===== config.mk =====
export PLATFORM = sky130hd
export DESIGN_NAME = sdram_port_arb
export DESIGN_NICKNAME = d
export VERILOG_FILES = /design/src/rtl/sdram_port_arb.sv
export SDC_FILE = /design/constraint.sdc
export NUM_CORES = 1
export LEC_CHECK = 0
export ABC_AREA = 0
export BUFFER_PORTS_ARGS = -buffer_cell sky130_fd_sc_hd__buf_2
export CORE_MARGIN = 2
export CORE_UTILIZATION = 35
export DETAILED_ROUTE_END_ITERATION = 8
export PLACE_DENSITY = 0.71
export SLEW_MARGIN = 25
export SYNTH_ARGS = -nofsm -noshare
export SYNTH_HDL_FRONTEND = slang
export SYNTH_SLANG_ARGS = --single-unit

===== constraint.sdc =====
create_clock -name clk -period 3.5 [get_ports clk]
set_input_delay 0.175 -clock clk [delete_from_list [all_inputs] [get_ports clk]]
set_output_delay 0.175 -clock clk [all_outputs]
set_load 0.02 [all_outputs]

===== src/rtl/sdram_port_arb.sv =====
// Three-client arbiter onto one toggle req/ack SDRAM port: client 0 has priority
// up to C0_BURST back-to-back grants while 1/2 wait, clients 1 and 2 alternate.
module sdram_port_arb #(
  parameter int AW       = 23,
  parameter int C0_BURST = 4
) (
  input  logic          clk,
  input  logic          init_n,
  input  logic          c0_req,
  output logic          c0_ack,
  input  logic          c0_we,
  input  logic [AW:1]   c0_a,
  input  logic [1:0]    c0_ds,
  input  logic [15:0]   c0_d,
  output logic [15:0]   c0_q,
  input  logic          c1_req,
  output logic          c1_ack,
  input  logic          c1_we,
  input  logic [AW:1]   c1_a,
  input  logic [1:0]    c1_ds,
  input  logic [15:0]   c1_d,
  output logic [15:0]   c1_q,
  input  logic          c2_req,
  output logic          c2_ack,
  input  logic          c2_we,
  input  logic [AW:1]   c2_a,
  input  logic [1:0]    c2_ds,
  input  logic [15:0]   c2_d,
  output logic [15:0]   c2_q,
  output logic          mem_req,
  input  logic          mem_ack,
  output logic          mem_we,
  output logic [AW:1]   mem_a,
  output logic [1:0]    mem_ds,
  output logic [15:0]   mem_d,
  input  logic [15:0]   mem_q,
  output logic          busy
);

  typedef enum logic {IDLE, BUSY} state_t;

  localparam logic [3:0] BURST = 4'(C0_BURST);

  state_t      state, state_nxt;
  logic [2:0]  req, ack, pend;
  logic [3:0]  c0_run;
  logic        rr;          // 0: client 1 is next in line, 1: client 2
  logic [1:0]  gnt, win;
  logic        gnt_req;
  logic        grant, done, p1, c0_ok, port_idle;
  logic        sel_req, sel_we;
  logic [AW:1] sel_a;
  logic [1:0]  sel_ds;
  logic [15:0] sel_d;

  assign req       = {c2_req, c1_req, c0_req};
  assign pend      = req ^ ack;
  assign {c2_ack, c1_ack, c0_ack} = ack;
  assign p1        = pend[1] | pend[2];
  assign c0_ok     = pend[0] && (!p1 || c0_run < BURST);
  assign port_idle = (mem_ack == mem_req);
  assign busy      = (state == BUSY);
  assign done      = (state == BUSY) && port_idle;

  always_ff @(posedge clk or negedge init_n) begin
    if (!init_n) state <= IDLE;
    else         state <= state_nxt;
  end

  // port_idle in IDLE also holds off grants while a pre-reset ack is still in flight
  always_comb begin
    state_nxt = state;
    grant     = 1'b0;
    win       = 2'd0;
    case (state)
      IDLE: begin
        if ((|pend) && port_idle) begin
          grant     = 1'b1;
          state_nxt = BUSY;
          if (c0_ok)                        win = 2'd0;
          else if (rr ? pend[2] : pend[1])  win = rr ? 2'd2 : 2'd1;
          else                              win = rr ? 2'd1 : 2'd2;
        end
      end
      BUSY: begin
        if (port_idle) state_nxt = IDLE;
      end
      default: state_nxt = IDLE;
    endcase
  end

  always_comb begin
    sel_req = c0_req; sel_we = c0_we; sel_a = c0_a; sel_ds = c0_ds; sel_d = c0_d;
    case (win)
      2'd1: begin sel_req = c1_req; sel_we = c1_we; sel_a = c1_a; sel_ds = c1_ds; sel_d = c1_d; end
      2'd2: begin sel_req = c2_req; sel_we = c2_we; sel_a = c2_a; sel_ds = c2_ds; sel_d = c2_d; end
      default: ;
    endcase
  end

  always_ff @(posedge clk or negedge init_n) begin
    if (!init_n) begin
      mem_req <= 1'b0;
      mem_we  <= 1'b0;
      mem_a   <= '0;
      mem_ds  <= 2'b00;
      mem_d   <= 16'h0000;
      ack     <= 3'b000;
      c0_q    <= 16'h0000;
      c1_q    <= 16'h0000;
      c2_q    <= 16'h0000;
      c0_run  <= 4'd0;
      rr      <= 1'b0;
      gnt     <= 2'd3;
      gnt_req <= 1'b0;
    end else begin
      if (grant) begin
        mem_we  <= sel_we;
        mem_a   <= sel_a;
        mem_ds  <= sel_ds;
        mem_d   <= sel_d;
        mem_req <= ~mem_req;
        gnt     <= win;
        gnt_req <= sel_req;
        if (win == 2'd0) begin
          if (!p1)                 c0_run <= 4'd1;
          else if (c0_run < BURST) c0_run <= c0_run + 4'd1;
        end else begin
          c0_run <= 4'd0;
          rr     <= (win == 2'd1);
        end
      end
      // ack echoes the grant-time req so a client that re-toggled early stays pending
      if (done) begin
        case (gnt)
          2'd0: begin ack[0] <= gnt_req; if (!mem_we) c0_q <= mem_q; end
          2'd1: begin ack[1] <= gnt_req; if (!mem_we) c1_q <= mem_q; end
          2'd2: begin ack[2] <= gnt_req; if (!mem_we) c2_q <= mem_q; end
          default: ;
        endcase
      end
    end
  end

endmodule


==> flow_metrics.py, run 1 <==
metrics = {
    "job": {
        "max_cap_viol_count": 0,
    },
    "critical_path": {
        "max_stage_delay_ns": 0.43,
        "worstSetupPathType": "reg -> reg",
        "crit_slowest_cell": "dfrtp_1",
        "cp-start-kind": "register",
        "critPathTopFamily": "compound AO/OA/AOI/OAI gates",
        "path_buf_inv": 2,
        "crit_top_cell": "o21ai_0",
        "worstPathMaxFanout": 43,
        "cp.required_ns": 3.76,
        "cp.arrival_ns": 2.79,
        "endpoint_kind": "register",
        "cp_cell_sequence": "xor2_1 -> nor2_1 -> o2111ai_1 -> inv_1 -> ha_1 -> buf_4 -> a22oi_1 -> nand2_1 -> o21ai_0 -> o21ai_0",
    },
    "timing": {
        "clock_skew_ns": 0.01232,
        "layout_setup_ws_ns": 0.9692,
        "max_freq_mhz": 395.1,
        "hold_violations": 0,
        "min_period_ns": 2.531,
        "finalSetupViolCount": 0,
        "tns_ns": 0,
        "worstMarginPinSlew_ns": 0.9042,
        "final_max_slew_viol_count": 0,
        "rsz0062_at_grt": "no",
        "slew_headroom_pct": 39.72,
        "finalCritPeriodShare_pct": 72.31,
    },
    "power_and_ir_drop": {
        "cellPowerDensity_mw_per_mm2": 960.9,
        "vdd_drop_max_uv": 289.3,
        "p_leak_nw": 3.174,
    },
    "die": {
        "coreArea_mm2": 0.01330,
        "die_area_mm2": 0.01464,
        "fp.dieW_um": 121.0,
        "pin_count": 243,
        "num_rows": 42,
        "initial_utilization_pct": 36.04,
        "die_y_um": 121.0,
    },
    "drt": {
        "firstDrtPassIters": 4,
        "vias_per_cell": 4.861,
        "routed.top_layer": "met4",
        "wl_met2_mm": 6.625,
        "wire_per_inst_um": 15.31,
        "wl_met1_mm": 5.354,
        "drc": 0,
        "drt-initial-drc-count": 198,
        "routed_wl_mm": 13.37,
        "num_vias": 4244,
        "antenna_left": 0,
        "met3WireLength_mm": 1.144,
    },
    "cts": {
        "clock-sinks": 103,
        "cts-root-buf": "clkbuf_16",
        "post_cts_resized": 0,
        "clock_latency_ns": 0.36,
        "cts.clk_slew.worst_paths_ns": 0.07,
        "htreeDepth": 3,
        "cts_tree": "done",
        "cts_buffers": 9,
        "cts.path.max_buffers": 2,
    },
    "placement": {
        "dp_hpwl_mm": 10.04,
        "placed_area_mm2": 0.006177,
        "dp_worst_setup_slack_ns": 0.9860,
        "numPortBuffers": 242,
        "routabilityCongestion": 0.8083,
        "dp_cells": 855,
    },
    "logic_synthesis": {
        "synthCells": 459,
        "ys_ff_latch": 103,
        "syn_area_mm2": 0.004792,
        "post_synth_num_cell_types": 32,
        "synth_top_area_cell": "dfrtp_1",
        "yosysSeqAreaShare_pct": 53.84,
        "yosys_warnings": 0,
        "syn-num-nets": 611,
        "synth_area_leaders": "dfrtp_1, mux2_2, o21ai_0, nand2_1, a22oi_1",
        "synth_top_area_share_pct": 52.74,
        "syn_area_per_cell_um2": 10.44,
    },
    "final_layout": {
        "antenna_cells": 0,
        "drive_above_1_share_pct": 46.63,
        "finish.utilization_pct": 48.71,
        "final_cells": 873,
        "fillerInstances": 1243,
        "final_area_mm2": 0.006476,
        "area_growth_pct": 35.14,
        "layout.nets": 844,
    },
    "status": {
        "status": "complete, no violations",
    },
    "grt": {
        "antenna_found_initial": 0,
        "gr-total-overflow": 0,
        "grt_max_degree": 72,
        "grt_pass1_vias": 4085,
        "grt_pass1_wl_mm": 20.71,
        "grtUsageTotal_pct": 18.31,
    },
    "hold_path": {
        "hold_path.class": "in -> reg",
    },
}
[worst register-to-register path, stage by stage, from the launching register on]
cell,delay [ns]
dfrtp_1,0.43
xor2_1,0.24
nor2_1,0.32
o2111ai_1,0.27
inv_1,0.11
ha_1,0.14
buf_4,0.39
a22oi_1,0.17
nand2_1,0.10
o21ai_0,0.08
o21ai_0,0.19
[report_power, final]
group | internal [mW] | switching, mW | leakage, nW
registers | 1.79 | 0.330 | 1.26
logic | 1.21 | 1.98 | 1.79
clock network | 0.481 | 0.434 | 0.123
total | 3.48 | 2.74 | 3.17
[layout by cell type, fill, tap and decap left out, types with 2 or more instances in the layout]
master,instances
ha_1,3
nor2_1,5
xor2_1,4
mux2_2,41
clkinvlp_4,2
o21ai_0,91
a22oi_1,43
mux2_4,10
clkinv_2,2
a21oi_1,2
clkbuf_16,9
inv_1,9
xnor2_1,4
dfrtp_1,101
buf_2,241
buf_4,12
a31oi_1,2
o2111ai_1,3
dfstp_2,2
o211ai_1,2
nand2_1,92
clkbuf_1,3
[state kept, by name (all words and copies together) (netlist names)]
signal / cells
mem_ds: 2
mem_d: 16
gnt_req: 1
gnt: 2
c0_run: 4
mem_req: 1
mem_we: 1
mem_a: 23
rr: 1
c2_q: 16
busy: 1
ack: 3
c1_q: 16
c0_q: 16
[area by class of cell]
cell class | count | area [um2] | share of cell area (%)
clock inverter | 4 | 25.02 | 0.3864
timing repair buffer | 255 | 1334 | 20.60
tap | 176 | 220.2 | 3.400
sequential | 103 | 2580 | 39.84
clock buffer | 12 | 236.5 | 3.651
inverter | 9 | 33.78 | 0.5216
multi-input combinational | 314 | 2047 | 31.61
[routing by layer]
metal  GRT usage, %  vias up
met5              0        -
met4          6.395        0
met3          5.404       16
met2          31.92      178
met1          21.36     1963
li1               -     2087
[metrics by stage]
step           hold WS (ns)  power, mW
3_3_place_gp         0.3722      5.284
6_report            0.08543      6.223
3_5_place_dp         0.3765      5.368
2_1_floorplan       -0.1206      4.288
5_1_grt             0.08000      6.732
4_1_cts             0.07630      6.302
[path summary, 6_finish.rpt]
kind	from	end	cells after the start	slack [ns]
worst min-delay path	mem_q[0]	c2_q[0]	2	0.09
max in group asynchronous	init_n	c1_q[1]	4	2.41
worst max-delay path	mem_req	mem_we	10	0.97
worst max register to register	mem_req	mem_we	10	0.97
worst min register to register	mem_a[5]	mem_a[5]	2	0.48
min in group asynchronous	init_n	c2_q[6]	2	0.26
[synth_stat cells]
cell type and number:
nor2_1 5, xor2_1 4, nor3_1 1, buf_2 6, dfrtp_1 101, a211oi_1 1, o21ai_0 91, nor4_2 1
or3_4 1, mux2_2 41, clkbuf_1 22, nand2_1 92, buf_1 2, o311ai_0 1, buf_4 1, o31ai_1 1
a21oi_1 2, dfstp_2 2, or3_1 1, xnor2_1 4, and4_1 1, a22oi_1 43, o211ai_1 2, a31oi_1 2
ha_1 4, o2111ai_1 3, nor3_2 1, nand4_1 1, inv_1 9, mux2_4 10, buf_6 2, nor2b_1 1
[cell families (layout without fill, tap and decap cells)]
logic type,after synthesis,count (layout),synth area share (%)
AOI/OAI and AO/OA,146,146,18.07
xor gates and xnor gates,8,8,1.462
buffers and inverters,42,280,3.838
adders and majority gates,4,4,1.044
and+or+nand+nor,105,105,8.982
DFF,103,103,53.84
muxes,51,51,12.77
[repair_timing]
action,4_1_cts,5_1_grt
hold endpoints to repair,13,0
hold buffers,1,0
setup endpoints to repair,0,0
setup buffers,0,0
Power figures use the tool's default switching activity.
==> run 2: changes to the inputs <==
--- a/config.mk
+++ b/config.mk
@@ -10,7 +10,7 @@
 export CORE_MARGIN = 2
 export CORE_UTILIZATION = 35
 export DETAILED_ROUTE_END_ITERATION = 8
-export PLACE_DENSITY = 0.71
+export PLACE_DENSITY = 0.74
 export SLEW_MARGIN = 25
 export SYNTH_ARGS = -nofsm -noshare
 export SYNTH_HDL_FRONTEND = slang
==> constraint.sdc (replaced) <==
create_clock -name clk -period 2.05 [get_ports clk]
set_input_delay 0.1025 -clock clk [delete_from_list [all_inputs] [get_ports clk]]
set_output_delay 0.1025 -clock clk [all_outputs]
set_load 0.02 [all_outputs]
==> run 2 against run 1 <==
Via count grew 4.6%. Critical path depth fell by 4. Total power increased by 95%. Worst setup slack got worse by 0.96 ns. Clock skew hardly changed. Utilization increased by 6.0 points. Sequential cell count is the same. Sequential share of layout area shrank 4.3 points. Critical path type unchanged. Critical endpoint is now c1_q[10].
==> flow_metrics.py, run 2 (same netlist as run 1, synthesis figures left out) <==
metrics = {
    "drt": {
        "wire_per_inst_um": 16.21,
        "antenna_left": 0,
        "num_vias": 4440,
        "drt-initial-drc-count": 222,
        "drc": 0,
        "vias_per_cell": 4.901,
        "routed_wl_mm": 14.68,
        "firstDrtPassIters": 4,
    },
    "placement": {
        "numPortBuffers": 242,
        "dp_hpwl_mm": 10.62,
        "dp_cells": 877,
        "routabilityCongestion": 0.8105,
        "placed_area_mm2": 0.006489,
    },
    "critical_path": {
        "cp_cell_sequence": "xor2_4 -> buf_6 -> or3_4 -> or3_4 -> buf_12 -> mux2_4",
        "cp.required_ns": 2.28,
        "cp-start-kind": "register",
        "critPathTopFamily": "simple AND/OR/NAND/NOR gates",
        "worstPathMaxFanout": 16,
        "path_buf_inv": 2,
        "worstSetupPathType": "reg -> reg",
        "cp.arrival_ns": 2.27,
        "endpoint_kind": "register",
        "crit_top_cell": "or3_4",
        "crit_slowest_cell": "dfrtp_2",
        "max_stage_delay_ns": 0.44,
    },
    "cts": {
        "clock_latency_ns": 0.36,
        "clock-sinks": 103,
        "htreeDepth": 3,
        "cts.clk_slew.worst_paths_ns": 0.08,
        "cts_tree": "done",
        "cts_buffers": 9,
        "cts-root-buf": "clkbuf_16",
        "cts.path.max_buffers": 2,
    },
    "power_and_ir_drop": {
        "power.switching_mw": 5.289,
        "p_leak_nw": 3.434,
        "p_sw_share_pct": 43.60,
        "cellPowerDensity_mw_per_mm2": 1667,
        "clock_power_share_pct": 13.5,
        "power_frac_seq_pct": 30.3,
        "p_int_mw": 6.842,
        "comb_power_share_pct": 56.2,
        "vdd_drop_max_uv": 789.2,
    },
    "grt": {
        "antenna_found_initial": 1,
        "grt_pass1_vias": 4307,
        "grtUsageTotal_pct": 19.29,
        "gr-total-overflow": 0,
        "grt_max_degree": 66,
        "grt_pass1_wl_mm": 21.76,
    },
    "die": {
        "die_y_um": 121.0,
        "num_rows": 42,
        "pin_count": 243,
        "initial_utilization_pct": 36.04,
        "fp.dieW_um": 121.0,
        "coreArea_mm2": 0.01330,
        "die_area_mm2": 0.01464,
    },
    "final_layout": {
        "seq_area_mm2": 0.002585,
        "final_area_mm2": 0.007277,
        "final_cells": 906,
        "largest_reg_flops": 23,
        "fillerInstances": 1154,
        "layout_common_cells": "buf_2, dfrtp_1, nand2_1",
        "regMostFlops": "mem_a",
        "antenna_cells": 0,
        "area_growth_pct": 51.85,
        "drive_above_1_share_pct": 57.67,
        "mostFrequentLayoutCell": "buf_2",
        "layout.nets": 877,
        "multiInputGateArea_mm2": 0.002397,
    },
    "hold_path": {
        "hold_path.class": "in -> reg",
    },
    "timing": {
        "worstMarginPinSlew_ns": 0.3735,
        "max_freq_mhz": 489.5,
        "slew_headroom_pct": 74.84,
        "hold_violations": 0,
        "finalSetupViolCount": 0,
        "rsz0062_at_grt": "yes",
        "finalCritPeriodShare_pct": 99.65,
        "final_max_slew_viol_count": 0,
        "clock_skew_ns": 0.01267,
        "min_period_ns": 2.043,
    },
    "status": {
        "status": "complete, no violations",
    },
    "job": {
        "max_cap_viol_count": 0,
    },
}
-- run 2: cell types whose count changed in the layout (fill, tap and decap cells not counted), moves of 7 or more --
cell     before  now
buf_4        12   19
buf_12        0    9
buf_6         0    9
a22oi_1      43    7
o21ai_0      91   20
o21ai_1       0   66
a22oi_2       0   36
-- run 2: timing repair --
action                                  4_1_cts  5_1_grt
buffers inserted                              1        6
resized for setup                            12      137
pin swaps                                     3       22
hold buffers                                  5        0
hold endpoints to repair                    107        0
endpoints found under the setup margin       59       56
gates cloned                                  1        0
-- run 2: worst register-to-register path: stages, from the launching register on --
cell	delay, ns
dfrtp_2	0.44
xor2_4	0.17
buf_6	0.13
or3_4	0.35
or3_4	0.35
buf_12	0.17
mux2_4	0.31
-- run 2: per-stage QoR --
step / utilization, % / hold WS, ns / setup TNS (ns) / power [mW] / setup slack (ns)
2_1_floorplan: - / -0.1931 / -0.1754 / 7.494 / -0.01292
3_3_place_gp: 48.80 / -0.05949 / -0.1248 / 9.515 / -0.02557
3_5_place_dp: 48.80 / -0.05454 / -3.051 / 9.680 / -0.1455
4_1_cts: 52.14 / 0.003788 / -0.006465 / 11.61 / -0.002398
5_1_grt: 54.73 / 0.006152 / -2.417 / 12.97 / -0.08576
6_report: 54.73 / 0.0007820 / 0 / 12.13 / 0.007179
-- run 2: area by class of cell --
type,instances,share of cell area (%)
Tap cell,176,3.026
Multi-Input combinational cell,314,32.94
Sequential cell,103,35.52
Clock inverter,7,0.7565
Inverter,9,0.4642
Clock buffer,9,3.095
Timing Repair Buffer,288,24.19
-- run 2: power by group through the flow --
stage          combinational, mW  sequential (mW)  clock [mW]
2_1_floorplan               2.73             4.77           0
4_1_cts                     6.26             3.67        1.68
6_report                    6.81             3.68        1.64
5_1_grt                     7.40             3.80        1.77
3_3_place_gp                5.86             3.65           0
3_5_place_dp                5.98             3.70           0
-- run 2: path summary, 6_finish.rpt --
check,from,cells past startpoint,endpoint,slack [ns]
worst max-delay path,mem_req,6,c1_q[10],0.007
worst min register to register,gnt[1],2,gnt[1],0.47
worst min-delay path,c0_ds[1],3,mem_ds[1],0.0008
worst max register to register,mem_req,6,c1_q[10],0.007
min in group asynchronous,init_n,2,c2_q[2],0.12
max in group asynchronous,init_n,3,gnt[1],1.29
-- run 2: per-layer routing --
metal	share of wire [%]	global-route usage (%)	vias up	routed length, um
li1	-	-	2161	-
met1	38	21.79	2059	5586
met3	8.1	5.028	25	1185
met4	2.3	7.703	2	335
met2	52	34.48	193	7569
met5	0.048	0	-	7
==> run 3: changes to the inputs <==
--- a/config.mk
+++ b/config.mk
@@ -7,10 +7,12 @@
 export LEC_CHECK = 0
 export ABC_AREA = 0
 export BUFFER_PORTS_ARGS = -buffer_cell sky130_fd_sc_hd__buf_2
+export CELL_PAD_IN_SITES_DETAIL_PLACEMENT = 1
+export CELL_PAD_IN_SITES_GLOBAL_PLACEMENT = 1
 export CORE_MARGIN = 2
-export CORE_UTILIZATION = 35
+export CORE_UTILIZATION = 30
 export DETAILED_ROUTE_END_ITERATION = 8
-export PLACE_DENSITY = 0.74
+export PLACE_DENSITY = 0.83
 export SLEW_MARGIN = 25
 export SYNTH_ARGS = -nofsm -noshare
 export SYNTH_HDL_FRONTEND = slang
==> run 3 against run 2 <==
The run now ends with negative setup slack left. Maximum frequency down 1.5%. Count of clock-buffer cells in the layout unchanged. Routed wire length up 11%. Worst setup slack worse by 0.030 ns. Combinational power about the same. Via count about the same. Clock skew down 0.0050 ns. Sequential cell count unchanged. Cell area down 0.55%. Sequential power about the same. Register-to-register slack worse by 0.03 ns. Cell count up 3.0%. Critical path type unchanged.
==> flow_metrics.py, run 3 (same netlist as run 1, synthesis figures left out) <==
metrics = {
    "status": {
        "status": "finished, violations left",
        "violations": "negative setup slack",
    },
    "placement": {
        "dp_hpwl_mm": 11.58,
        "placed_area_mm2": 0.006469,
        "dp_worst_setup_slack_ns": -0.1118,
        "routabilityCongestion": 0.7764,
        "numPortBuffers": 242,
    },
    "cts": {
        "cts-root-buf": "clkbuf_16",
        "cts_buffers": 9,
        "clock_latency_ns": 0.34,
        "htreeDepth": 3,
        "cts.path.max_buffers": 2,
        "clock-sinks": 103,
        "cts_tree": "done",
        "cts.clk_slew.worst_paths_ns": 0.07,
    },
    "critical_path": {
        "crit_path_end": "mem_d[0]",
        "endpoint_kind": "register",
        "startpoint": "mem_req",
        "reg2reg_depth": 9,
        "reg2reg_slack_ns": -0.02,
        "worstPathMaxFanout": 8,
        "cp.required_ns": 2.27,
        "cp.arrival_ns": 2.30,
        "cp-start-kind": "register",
        "r2r-start": "mem_req",
        "worstSetupPathType": "reg -> reg",
        "r2r_end": "mem_d[0]",
    },
    "final_layout": {
        "fillerInstances": 1827,
        "area_growth_pct": 51.02,
        "seq_area_mm2": 0.002584,
        "layout_common_cells": "buf_2, dfrtp_1, nand2_1",
        "antenna_cells": 0,
        "regMostFlops": "mem_a",
        "multiInputGateArea_mm2": 0.002351,
        "mostFrequentLayoutCell": "buf_2",
        "drive_above_1_share_pct": 55.23,
        "layout.nets": 864,
        "final_area_mm2": 0.007237,
        "largest_reg_flops": 23,
    },
    "grt": {
        "grt_max_degree": 53,
        "grt_util_met3_pct": 4.438,
        "grt_pass1_wl_mm": 23.41,
        "gr-total-overflow": 0,
        "antenna_found_initial": 0,
        "use_met1_pct": 20.41,
        "grt_pass1_vias": 4561,
        "grtUsageTotal_pct": 17.81,
        "grtUsageMet2_pct": 32.86,
        "top_usage_layer": "met2",
    },
    "power_and_ir_drop": {
        "cellPowerDensity_mw_per_mm2": 1685,
        "vdd_drop_max_uv": 474.4,
        "p_leak_nw": 3.386,
        "total_power_mw": 12.20,
    },
    "drt": {
        "wire_per_inst_um": 17.47,
        "drc": 0,
        "firstDrtPassIters": 5,
        "vias_per_cell": 4.760,
        "drt-initial-drc-count": 104,
        "routed_wl_mm": 16.30,
        "num_vias": 4441,
        "antenna_left": 0,
    },
    "timing": {
        "hold_violations": 0,
        "layout_setup_ws_ns": -0.02328,
        "min_period_ns": 2.073,
        "final_max_slew_viol_count": 0,
        "clock_skew_ns": 0.007716,
        "slew_headroom_pct": 72.41,
        "finalCritPeriodShare_pct": 101.1,
        "finalSetupViolCount": 7,
        "rsz0062_at_grt": "yes",
        "worstMarginPinSlew_ns": 0.4096,
        "max_freq_mhz": 482.3,
    },
    "die": {
        "die_y_um": 130.4,
        "num_rows": 46,
        "initial_utilization_pct": 30.39,
        "die_area_mm2": 0.01700,
        "pin_count": 243,
        "fp.dieW_um": 130.4,
        "coreArea_mm2": 0.01577,
    },
    "job": {
        "max_cap_viol_count": 0,
    },
    "hold_path": {
        "hold_path.class": "in -> reg",
    },
}
run 3: changes by cell type in the layout (fill, tap and decap cells not counted), moves of 5 or more:
cell and delta:
o21ai_0 +26, o21ai_1 -23, buf_6 -7, a22oi_1 +6
a22oi_2 -6, clkbuf_16 +5
run 3: cell type report:
type | instances | share of cell area [%]
timing repair buffer | 275 | 23.41
clock buffer | 9 | 3.112
tap | 216 | 3.734
multi-input combinational | 314 | 32.49
sequential | 103 | 35.70
inverter | 9 | 0.4668
clock inverter | 7 | 1.089
run 3: layer usage:
| metal | vias to the layer above | wire length (um) |
|---|---|---|
| met2 | 179 | 8386 |
| met1 | 2114 | 6452 |
| met5 | - | 0 |
| met3 | 17 | 1213 |
| li1 | 2131 | - |
| met4 | 0 | 251 |
run 3: timing repair:
item | in CTS | in global routing
setup endpoints to repair | 13 | 45
resized for setup | 4 | 91
buffers inserted | 2 | 1
gates cloned | 1 | 5
pin swaps | 4 | 11
hold buffers | 2 | 0
hold endpoints to repair | 31 | 0
run 3: worst min-delay path by stage:
stage | startpoint | slack, ns | cells past startpoint | to
floorplan | init_n | -0.19 | 0 | ack[0]
CTS | mem_q[3] | 0.003 | 2 | c2_q[3]
global placement | init_n | 0.08 | 1 | c1_q[10]
global route | mem_q[3] | 0.008 | 2 | c2_q[3]
finish | c0_a[15] | 0.02 | 3 | mem_a[15]
detailed placement | init_n | 0.07 | 1 | c1_q[12]
run 3: power breakdown:
group | internal (mW) | switching [mW] | leakage [nW]
sequential | 3.06 | 0.597 | 1.26
clock | 0.960 | 0.783 | 0.139
combinational | 2.82 | 3.97 | 1.99
total | 6.85 | 5.35 | 3.39
run 3: metrics by stage:
stage	hold slack (ns)	utilization, %	cells	setup TNS (ns)
3_3_place_gp	0.07507	41.02	906	-0.04723
4_1_cts	0.002684	43.57	927	-0.04077
5_1_grt	0.008269	45.89	933	-4.018
6_report	0.01723	45.89	933	-0.07214
3_5_place_dp	0.07204	41.02	906	-0.2235
2_1_floorplan	-0.1931	-	459	-0.1754
run 3: worst max-delay path, cell delays in order, from the launching register on:
cell and delay, ns:
dfrtp_2 0.44, xor2_4 0.17, nor2_4 0.21, o2111ai_4 0.23, ha_4 0.28, buf_4 0.19, a22oi_1 0.22, nand2_1 0.07
o21ai_0 0.07, o21ai_0 0.09
